==> src/rtl/digit_frame_scheduler_pkg.sv <==
// Shared constants and FSM state type for the digit frame scheduler.
// Latency: n/a (types and constants only).
// Backpressure: n/a.
package digit_frame_scheduler_pkg;

  localparam int IMG_W     = 28;
  localparam int IMG_H     = 28;
  localparam int IMG_PIX   = IMG_W * IMG_H;
  localparam int XY_W      = 5;
  localparam int PIX_CNT_W = 10;

  typedef enum logic [2:0] {
    IDLE,
    LOCK,
    START,
    STREAM,
    WAIT_RES
  } state_t;

  // True when (x,y) is the last raster position of the frame.
  function automatic logic is_last_xy(input logic [XY_W-1:0] x, input logic [XY_W-1:0] y);
    return (x == XY_W'(IMG_W - 1)) && (y == XY_W'(IMG_H - 1));
  endfunction

endpackage

==> src/rtl/digit_frame_scheduler_if.sv <==
// Classifier-side link: start handshake, raster pixel stream and result return.
// Latency: n/a (wiring only).
// Backpressure: pixel stream uses valid/ready; start is gated by the classifier's idle flag.
interface digit_frame_scheduler_if;

  logic       nn_idle;
  logic       nn_start;
  logic       nn_pix_data;
  logic       nn_pix_valid;
  logic       nn_pix_ready;
  logic       nn_pix_last;
  logic       nn_done;
  logic [3:0] nn_class;

  modport master (
    input  nn_idle, nn_pix_ready, nn_done, nn_class,
    output nn_start, nn_pix_data, nn_pix_valid, nn_pix_last
  );

  modport slave (
    output nn_idle, nn_pix_ready, nn_done, nn_class,
    input  nn_start, nn_pix_data, nn_pix_valid, nn_pix_last
  );

endinterface

==> src/rtl/digit_frame_scheduler_pix_skid_fifo2.sv <==
// Two-entry, one-bit skid FIFO feeding the classifier pixel stream.
// Latency: data pushed in cycle t is visible at the output in cycle t+1 (no fall-through).
// Backpressure: not_empty acts as valid, pop as ready; a push into a full FIFO is dropped unless a pop frees a slot.
module pix_skid_fifo2 (
  input  logic       clk,
  input  logic       rst_n,
  input  logic       push,
  input  logic       push_data,
  input  logic       pop,
  output logic       pop_data,
  output logic       not_empty,
  output logic [1:0] count
);

  logic [1:0] mem;
  logic       wr_ptr;
  logic       rd_ptr;
  logic       do_push;
  logic       do_pop;

  assign do_pop    = pop && (count != 2'd0);
  assign do_push   = push && ((count != 2'd2) || do_pop);
  assign pop_data  = mem[rd_ptr];
  assign not_empty = (count != 2'd0);

  // Storage, pointers and occupancy; a simultaneous push/pop keeps the count steady.
  always_ff @(posedge clk or negedge rst_n) begin
    if (!rst_n) begin
      mem    <= 2'b00;
      wr_ptr <= 1'b0;
      rd_ptr <= 1'b0;
      count  <= 2'd0;
    end else begin
      if (do_push) begin
        mem[wr_ptr] <= push_data;
        wr_ptr      <= ~wr_ptr;
      end
      if (do_pop) begin
        rd_ptr <= ~rd_ptr;
      end
      count <= count + {1'b0, do_push} - {1'b0, do_pop};
    end
  end

endmodule

==> src/rtl/digit_frame_scheduler.sv <==
// Sequences one classification per 28x28 binary frame and shares the buffer read port with the HDMI scaler.
// Latency: frame_done -> nn_start 2 cycles when the classifier is idle; display read data returns 1 cycle after request.
// Backpressure: display always wins the read port; classifier reads issue only with FIFO credit; frames arriving while busy are dropped and counted.
module digit_frame_scheduler
  import digit_frame_scheduler_pkg::*;
#(
  parameter int TIMEOUT_CYC = 1048576
) (
  input  logic                     pixel_clk,
  input  logic                     rst_n,
  input  logic                     frame_done,
  input  logic                     disp_req,
  input  logic [XY_W-1:0]          disp_x,
  input  logic [XY_W-1:0]          disp_y,
  output logic                     disp_data,
  output logic [XY_W-1:0]          buf_rd_x,
  output logic [XY_W-1:0]          buf_rd_y,
  input  logic                     buf_rd_data,
  output logic                     buf_lock,
  digit_frame_scheduler_if.master  nn,
  output logic [3:0]               result_digit,
  output logic                     result_valid,
  output logic                     timeout_err,
  output logic [7:0]               drop_cnt
);

  localparam int              TO_W    = $clog2(TIMEOUT_CYC) + 1;
  localparam logic [TO_W-1:0] TO_LAST = TO_W'(TIMEOUT_CYC - 1);

  state_t               state;
  logic [XY_W-1:0]      px;
  logic [XY_W-1:0]      py;
  logic                 ptr_done;
  logic [PIX_CNT_W-1:0] tx_cnt;
  logic [TO_W-1:0]      to_cnt;
  logic                 disp_q;
  logic                 nn_rd_q;
  logic [1:0]           fifo_count;
  logic                 fifo_vld;
  logic                 fifo_dat;
  logic                 xfer;
  logic                 credit;
  logic                 issue;

  // A read may issue when the FIFO can still absorb it after counting the read already in
  // flight and any pixel leaving this cycle; counting the pop keeps the stream at one pixel per cycle.
  assign xfer   = fifo_vld & nn.nn_pix_ready;
  assign credit = (({1'b0, fifo_count} + {2'b00, nn_rd_q}) - {2'b00, xfer}) < 3'd2;
  assign issue  = (state == STREAM) && !disp_req && !ptr_done && credit;

  assign buf_rd_x  = disp_req ? disp_x : px;
  assign buf_rd_y  = disp_req ? disp_y : py;
  assign disp_data = disp_q & buf_rd_data;
  assign buf_lock  = (state != IDLE);

  assign nn.nn_pix_valid = fifo_vld;
  assign nn.nn_pix_data  = fifo_dat;
  assign nn.nn_pix_last  = fifo_vld && (tx_cnt == PIX_CNT_W'(IMG_PIX - 1));

  pix_skid_fifo2 u_fifo (
    .clk       (pixel_clk),
    .rst_n     (rst_n),
    .push      (nn_rd_q),
    .push_data (buf_rd_data),
    .pop       (xfer),
    .pop_data  (fifo_dat),
    .not_empty (fifo_vld),
    .count     (fifo_count)
  );

  // Remember who owned the read port last cycle so the returning data goes to the right consumer.
  always_ff @(posedge pixel_clk or negedge rst_n) begin
    if (!rst_n) begin
      disp_q  <= 1'b0;
      nn_rd_q <= 1'b0;
    end else begin
      disp_q  <= disp_req;
      nn_rd_q <= issue;
    end
  end

  // Raster read pointer: advances on each classifier read, parks after the last pixel, rewinds in IDLE.
  always_ff @(posedge pixel_clk or negedge rst_n) begin
    if (!rst_n) begin
      px       <= '0;
      py       <= '0;
      ptr_done <= 1'b0;
    end else if (state == IDLE) begin
      px       <= '0;
      py       <= '0;
      ptr_done <= 1'b0;
    end else if (issue) begin
      if (is_last_xy(px, py)) begin
        px       <= '0;
        ptr_done <= 1'b1;
      end else if (px == XY_W'(IMG_W - 1)) begin
        px <= '0;
        py <= py + XY_W'(1);
      end else begin
        px <= px + XY_W'(1);
      end
    end
  end

  // Frame FSM with registered start/result/error outputs and the saturating drop counter.
  always_ff @(posedge pixel_clk or negedge rst_n) begin
    if (!rst_n) begin
      state        <= IDLE;
      tx_cnt       <= '0;
      to_cnt       <= '0;
      nn.nn_start  <= 1'b0;
      result_digit <= 4'd0;
      result_valid <= 1'b0;
      timeout_err  <= 1'b0;
      drop_cnt     <= 8'd0;
    end else begin
      nn.nn_start  <= 1'b0;
      result_valid <= 1'b0;
      if (frame_done && (state != IDLE) && (drop_cnt != 8'hFF)) begin
        drop_cnt <= drop_cnt + 8'd1;
      end
      case (state)
        IDLE: begin
          tx_cnt <= '0;
          if (frame_done) begin
            state <= LOCK;
          end
        end
        LOCK: begin
          nn.nn_start <= nn.nn_idle;
          state       <= START;
        end
        START: begin
          if (nn.nn_start) begin
            state <= STREAM;
          end else begin
            nn.nn_start <= nn.nn_idle;
          end
        end
        STREAM: begin
          if (xfer) begin
            tx_cnt <= tx_cnt + PIX_CNT_W'(1);
            if (tx_cnt == PIX_CNT_W'(IMG_PIX - 1)) begin
              state  <= WAIT_RES;
              to_cnt <= '0;
            end
          end
        end
        WAIT_RES: begin
          if (nn.nn_done) begin
            result_digit <= nn.nn_class;
            result_valid <= 1'b1;
            timeout_err  <= 1'b0;
            state        <= IDLE;
          end else if (to_cnt == TO_LAST) begin
            timeout_err <= 1'b1;
            state       <= IDLE;
          end else begin
            to_cnt <= to_cnt + TO_W'(1);
          end
        end
        default: state <= IDLE;
      endcase
    end
  end

endmodule

==> src/flat_wrapper.sv <==
// flat-port wrapper written by rule: the top's interface ports become plain ports
module digit_frame_scheduler_flat import digit_frame_scheduler_pkg::*;
#(
  parameter int TIMEOUT_CYC = 1048576
)
  (pixel_clk, rst_n, frame_done, disp_req, disp_x, disp_y, disp_data, buf_rd_x, buf_rd_y, buf_rd_data, buf_lock, result_digit, result_valid, timeout_err, drop_cnt, nn_nn_idle, nn_nn_pix_ready, nn_nn_done, nn_nn_class, nn_nn_start, nn_nn_pix_data, nn_nn_pix_valid, nn_nn_pix_last);
  digit_frame_scheduler_if nn_i ();
  input  logic pixel_clk;
  input  logic rst_n;
  input  logic frame_done;
  input  logic disp_req;
  input  logic [XY_W-1:0] disp_x;
  input  logic [XY_W-1:0] disp_y;
  output logic disp_data;
  output logic [XY_W-1:0] buf_rd_x;
  output logic [XY_W-1:0] buf_rd_y;
  input  logic buf_rd_data;
  output logic buf_lock;
  output logic [3:0] result_digit;
  output logic result_valid;
  output logic timeout_err;
  output logic [7:0] drop_cnt;
  input wire logic [$bits(nn_i.nn_idle)-1:0] nn_nn_idle;
  input wire logic [$bits(nn_i.nn_pix_ready)-1:0] nn_nn_pix_ready;
  input wire logic [$bits(nn_i.nn_done)-1:0] nn_nn_done;
  input wire logic [$bits(nn_i.nn_class)-1:0] nn_nn_class;
  output wire logic [$bits(nn_i.nn_start)-1:0] nn_nn_start;
  output wire logic [$bits(nn_i.nn_pix_data)-1:0] nn_nn_pix_data;
  output wire logic [$bits(nn_i.nn_pix_valid)-1:0] nn_nn_pix_valid;
  output wire logic [$bits(nn_i.nn_pix_last)-1:0] nn_nn_pix_last;
  assign nn_i.nn_idle = nn_nn_idle;
  assign nn_i.nn_pix_ready = nn_nn_pix_ready;
  assign nn_i.nn_done = nn_nn_done;
  assign nn_i.nn_class = nn_nn_class;
  assign nn_nn_start = nn_i.nn_start;
  assign nn_nn_pix_data = nn_i.nn_pix_data;
  assign nn_nn_pix_valid = nn_i.nn_pix_valid;
  assign nn_nn_pix_last = nn_i.nn_pix_last;
  digit_frame_scheduler #(.TIMEOUT_CYC(TIMEOUT_CYC)) u_core (.pixel_clk(pixel_clk), .rst_n(rst_n), .frame_done(frame_done), .disp_req(disp_req), .disp_x(disp_x), .disp_y(disp_y), .disp_data(disp_data), .buf_rd_x(buf_rd_x), .buf_rd_y(buf_rd_y), .buf_rd_data(buf_rd_data), .buf_lock(buf_lock), .nn(nn_i), .result_digit(result_digit), .result_valid(result_valid), .timeout_err(timeout_err), .drop_cnt(drop_cnt));
endmodule
==> config.mk <==
export PLATFORM = sky130hd
export DESIGN_NAME = digit_frame_scheduler_flat
export DESIGN_NICKNAME = d
export VERILOG_FILES = /design/src/rtl/digit_frame_scheduler_pkg.sv /design/src/rtl/digit_frame_scheduler_if.sv /design/src/rtl/digit_frame_scheduler_pix_skid_fifo2.sv /design/src/rtl/digit_frame_scheduler.sv /design/src/flat_wrapper.sv
export SDC_FILE = /design/constraint.sdc
export NUM_CORES = 1
export LEC_CHECK = 0
export CORE_ASPECT_RATIO = 1.5
export CORE_UTILIZATION = 53
export CTS_CLUSTER_SIZE = 40
export DETAILED_ROUTE_END_ITERATION = 10
export HOLD_SLACK_MARGIN = 0.12
export PLACE_DENSITY_LB_ADDON = 0.12
export SLEW_MARGIN = 20
export SYNTH_ARGS = -nofsm -noshare
export SYNTH_HDL_FRONTEND = slang
export SYNTH_SLANG_ARGS = --single-unit
==> constraint.sdc <==
create_clock -name pixel_clk -period 3.7 [get_ports pixel_clk]
set_input_delay 0.74 -clock pixel_clk [delete_from_list [all_inputs] [get_ports pixel_clk]]
set_output_delay 0.74 -clock pixel_clk [all_outputs]
set_load 0.01 [all_outputs]
* Word level (Yosys, flattened, before mapping)
Index checks and enable logic that the tools add are counted.
Storage, ports and cells: output and inout bits 30, register bits 68, bits of input ports 22, word-level logic and storage cells 119
Cells by class: reduce and logical (&&, ||, !) cells 29, bitwise operators 4, magnitude comparators 4, add/sub/neg operators 9, equality and inequality tests 18, muxes and demuxes 38
Operator list (number):
- $mux 21 | 4
- $mux 5 | 10
- $pmux 21 s2 | 1
- $add 21x1->21 const B | 1
- $eq 21x20->1 const B | 1
- $pmux 10 s2 | 1
- $mux 3 | 6
- $pmux 3 s5 | 1
- $reduce_bool 2->1 | 7
- $ne 2x2->1 const B | 6
- $mux 1 | 11
- $add 10x1->10 const B | 1
- $add 5x1->5 const B | 2
- $eq 10x10->1 const B | 1
- $eq 5x5->1 const B | 2
- $logic_and 1x1->1 | 10
- $mux 10 | 1
- $reduce_and 5->1 | 2
- $add 8x1->8 const B | 1
- $ne 8x8->1 const B | 1
- $reduce_and 2->1 | 4
- $eq 3x2->1 const B | 2
- $lt 1x2->1 const B | 2
- $ne 2x1->1 const B | 2
- 19 further kinds | 22

* Logic depth before layout (Yosys ltp)
depth in word-level cells 7, gate-level depth with buffers 9, gate-level depth less buffers 9

* Cells and area by module
From an unflattened synthesis, not the netlist that was laid out.
Second synthesis, totals: cell total of the unflattened synthesis 349, area, all modules 3649.8 um^2
Modules (own cells, without submodules):
- digit_frame_scheduler | cells each 325, times used 1, area each 3355.7 um^2, sequential area each 1551.5 um^2
- pix_skid_fifo2 | cells each 24, times used 1, area each 294.0 um^2, sequential area each 150.1 um^2

* Worst setup path after synthesis
No wires, ideal clock.
path type input to register, start point in nn_nn_pix_ready, end point reg u_core.px[3], stages 7, setup time 0.078 ns, path slack 0.779 ns, path buffers 0, data arrival time 2.843 ns, required time 3.622 ns, path through o21ai_1 nor2_1 fa_1 or3b_2 or3_1 or3_1 a21oi_1
Between the ends: cells in the longest elaborated chain, start to end 5
RTL lines:
- from (decl) | RTL line flat_wrapper.sv:24 | input wire logic [$bits(nn_i.nn_pix_ready)-1:0] nn_nn_pix_ready;
- $and 1x1->1 | RTL line digit_frame_scheduler.sv:47 | assign xfer = fifo_vld & nn.nn_pix_ready;
- $sub 3x1->3 | RTL line digit_frame_scheduler.sv:48 | assign credit = (({1'b0, fifo_count} + {2'b00, nn_rd_q}) - {2'b00, xfer}) < 3'd2;
- $lt 3x2->1 | RTL line digit_frame_scheduler.sv:48
- $logic_and 1x1->1 | RTL line digit_frame_scheduler.sv:49 | assign issue = (state == STREAM) && !disp_req && !ptr_done && credit;
- $reduce_bool 2->1 (no line)
- to (signal assigned) | RTL line digit_frame_scheduler.sv:100 | px <= px + XY_W'(1);
- to (decl) | RTL line digit_frame_scheduler.sv:31 | logic [XY_W-1:0] px;
No other way between the ends. A chain may end at the register's enable or synchronous reset.

* Worst setup path after layout
start point in disp_req, end point out buf_rd_y[1]
Between the ends: cells in the longest elaborated chain, start to end 1
RTL lines:
- from (decl) | RTL line flat_wrapper.sv:11 | input logic disp_req;
- $mux 5 | RTL line digit_frame_scheduler.sv:52 | assign buf_rd_y = disp_req ? disp_y : py;
- to (decl) | RTL line flat_wrapper.sv:16 | output logic [XY_W-1:0] buf_rd_y;
No other way between the ends.

==> impl_metrics.tcl <==
set metrics [dict create \
    drv_slew 0 \
    fillCellCount 546 \
    maxCapViolCount 0 \
    hp-class "in2async" \
    routabilityCongestion 0.875 \
    initial_core_util 0.554 \
    yosys_warnings 0 \
    synth_edf_count 0 \
    finalHoldViolations 0 \
    grt_usage 0.235 \
    routedWlPerCell_um 15.5 \
    ir_worst_vdd_mv 0.247 \
    layout_commonest_cell "dfrtp_1" \
    fin_ws_ns 0.544 \
    vias_per_cell 5.86 \
    seq_area_um2 1700 \
    post_cts_buffers 0 \
    io_buffers 51 \
    clock-sinks 68 \
    min_period_ns 3.16 \
    cts_tree "yes" \
    synthFlopType "dfrtp_1" \
    critPathKind "in2out" \
    p_leak_uw 0.00200 \
    slew_headroom 0.603 \
    synth-seq-cells 68 \
    cts_max_level 3 \
    syn-num-nets 388 \
    synthCells 358 \
    chipWidth_um 69.4 \
    diodes 0 \
    worst_pin_slew_ns 0.590 \
    critPathRequiredTime_ns 2.96 \
    utilization 0.674 \
    multi_input_area_um2 1810 \
    synth_cell_types 55 \
    synthArstFlopShare 1.00 \
    die-area_um2 7160 \
    grt_max_degree 42 \
    die_h_um 103 \
    cts_resized 0 \
    dpl.hpwl_mm 5.47 \
    drt_iter0_drc 119 \
    clockBufferDepth 2 \
    setup_tns_ns 0 \
    grt_antenna_before_repair 0 \
    synth.yosys.seq_area_share 0.471 \
    syn2layout_area_growth_pct 21.7 \
    drive_above_1_share 0.131 \
    wirelength_mm 7.68 \
    synthTopCellsByArea "dfrtp_1 47%, mux2_2 5.0%, xor2_1 3.4%, nor2_1 3.3%, nand3_1 3.0%" \
    ant_nets 0 \
    powerDensity_nw_per_um2 514 \
    start_kind "input port" \
    worstSkewPairLatency_ns 0.36 \
    critPathArrivalTime_ns 2.42 \
    vias 2909 \
    period_share 0.853 \
    post-route-drc-count 0 \
    worstPathMaxFanout 13 \
    syn_avg_cell_area_um2 10.1 \
    outcome "finished, final reports clean" \
    cts.clk_slew.worst_paths_ns 0.08 \
    yosys.area.top_type "dfrtp_1" \
    dp_slack_ns 0.260 \
    syn_area_um2 3620 \
    power_uw 2260 \
    grt.overflow.total 0 \
    grt_pass1_wl_mm 13.2 \
    core.rowCount 36 \
    endpoint_kind "primary output" \
    core-area_um2 6530 \
    pin_count 52 \
    grt_pass1_vias 2908 \
    clock_skew_ns 0.00980 \
    synth_top_area_share 0.471 \
    nNetsFinal 445 \
    fmax_ghz 0.317 \
    cts_hold_buffers 0 \
    setup_violations 0 \
    rsz0062_at_grt "false" \
    dr.pass1.iters 5 \
    root_buffer "clkbuf_8" \
    cts_made_buffers 9 \
    layout_common_cells "68 x dfrtp_1, 50 x clkdlybuf4s50_1, 32 x nor2_1" \
]
-- kinds of logic (layout without fill, tap and decap cells) --
kind of cell	after synthesis	in the layout	share of synthesized area
simple gates	151	151	0.231
flops	68	68	0.471
compound gates	60	60	0.112
xor+xnor	23	23	0.0557
fa+ha+maj	8	8	0.0298
mux	24	24	0.0720
buf+inv	24	86	0.0294
-- synth_stat cells (6+ instances only) --
cell / count
o21ai_1: 6
o21ai_0: 13
a21oi_1: 10
and2_1: 6
mux2i_1: 8
nor3_1: 11
dfrtp_1: 68
nand3_1: 22
nand2_1: 24
and3_1: 11
nor2_1: 32
inv_1: 11
mux2_2: 16
nand4_1: 12
xor2_1: 14
xnor2_1: 9
ha_1: 7
-- critical path, cell delays in order --
cell and delay (ns):
clkdlybuf4s50_1 0.80, mux2_2 0.39, clkdlybuf4s50_1 0.48
-- sequential cells by signal, summed over array words and instances (netlist names) --
signal	flops
u_core.px	5
u_core.u_fifo.wr_ptr	1
u_core.nn.nn_start	1
u_core.timeout_err	1
u_core.result_valid	1
u_core.u_fifo.rd_ptr	1
u_core.u_fifo.count	2
u_core.py	5
u_core.to_cnt	21
u_core.nn_rd_q	1
u_core.u_fifo.mem	2
u_core.result_digit	4
u_core.disp_q	1
u_core.tx_cnt	10
u_core.drop_cnt	8
u_core.state	3
u_core.ptr_done	1
-- stage by stage --
stage,hold slack [ns],cell area [um2],cells
finish,0.386,4400,496
global route,0.432,4400,496
CTS,0.402,4400,496
detailed placement,0.490,4200,480
global placement,0.481,4200,480
floorplan,0.444,3620,358
-- cell type report --
cell class / instances / share of cell area
clock inverters: 5 / 0.0136
clock buffers: 11 / 0.0321
well taps: 76 / 0.0216
flip-flops and latches: 68 / 0.387
inverters: 14 / 0.0119
repair buffers: 56 / 0.123
multi-input cells: 266 / 0.411
-- per-layer routing --
| layer | vias up | GRT usage | share of wire |
|---|---|---|---|
| met3 | 17 | 0.0401 | 0.037 |
| met5 | - | 0 | 0 |
| li1 | 1405 | - | - |
| met1 | 1424 | 0.261 | 0.41 |
| met4 | 0 | 0.119 | 0.024 |
| met2 | 63 | 0.433 | 0.53 |
-- power by group --
group / leakage, uW / total [uW] / internal [uW] / switching [uW]
Sequential: 0.000893 / 1010 / 869 / 145
Combinational: 0.00101 / 618 / 336 / 282
Clock: 0.0000999 / 632 / 332 / 300
Total: 0.00200 / 2260 / 1540 / 727
-- path summary, 6_finish.rpt --
| path | startpoint | to | slack (ns) | cells after the start |
|---|---|---|---|---|
| hold / removal | rst_n | u_core.tx_cnt[8] | 0.39 | 2 |
| hold reg to reg | u_core.u_fifo.wr_ptr | u_core.u_fifo.wr_ptr | 0.50 | 1 |
| min in group pixel_clk | u_core.u_fifo.wr_ptr | u_core.u_fifo.wr_ptr | 0.50 | 1 |
| setup / recovery | disp_req | buf_rd_y[1] | 0.54 | 3 |
| max in group asynchronous | rst_n | u_core.u_fifo.wr_ptr | 2.88 | 2 |
| setup reg to reg | u_core.u_fifo.count[1] | u_core.py[4] | 1.00 | 8 |
(Power assumes the default switching activity.)
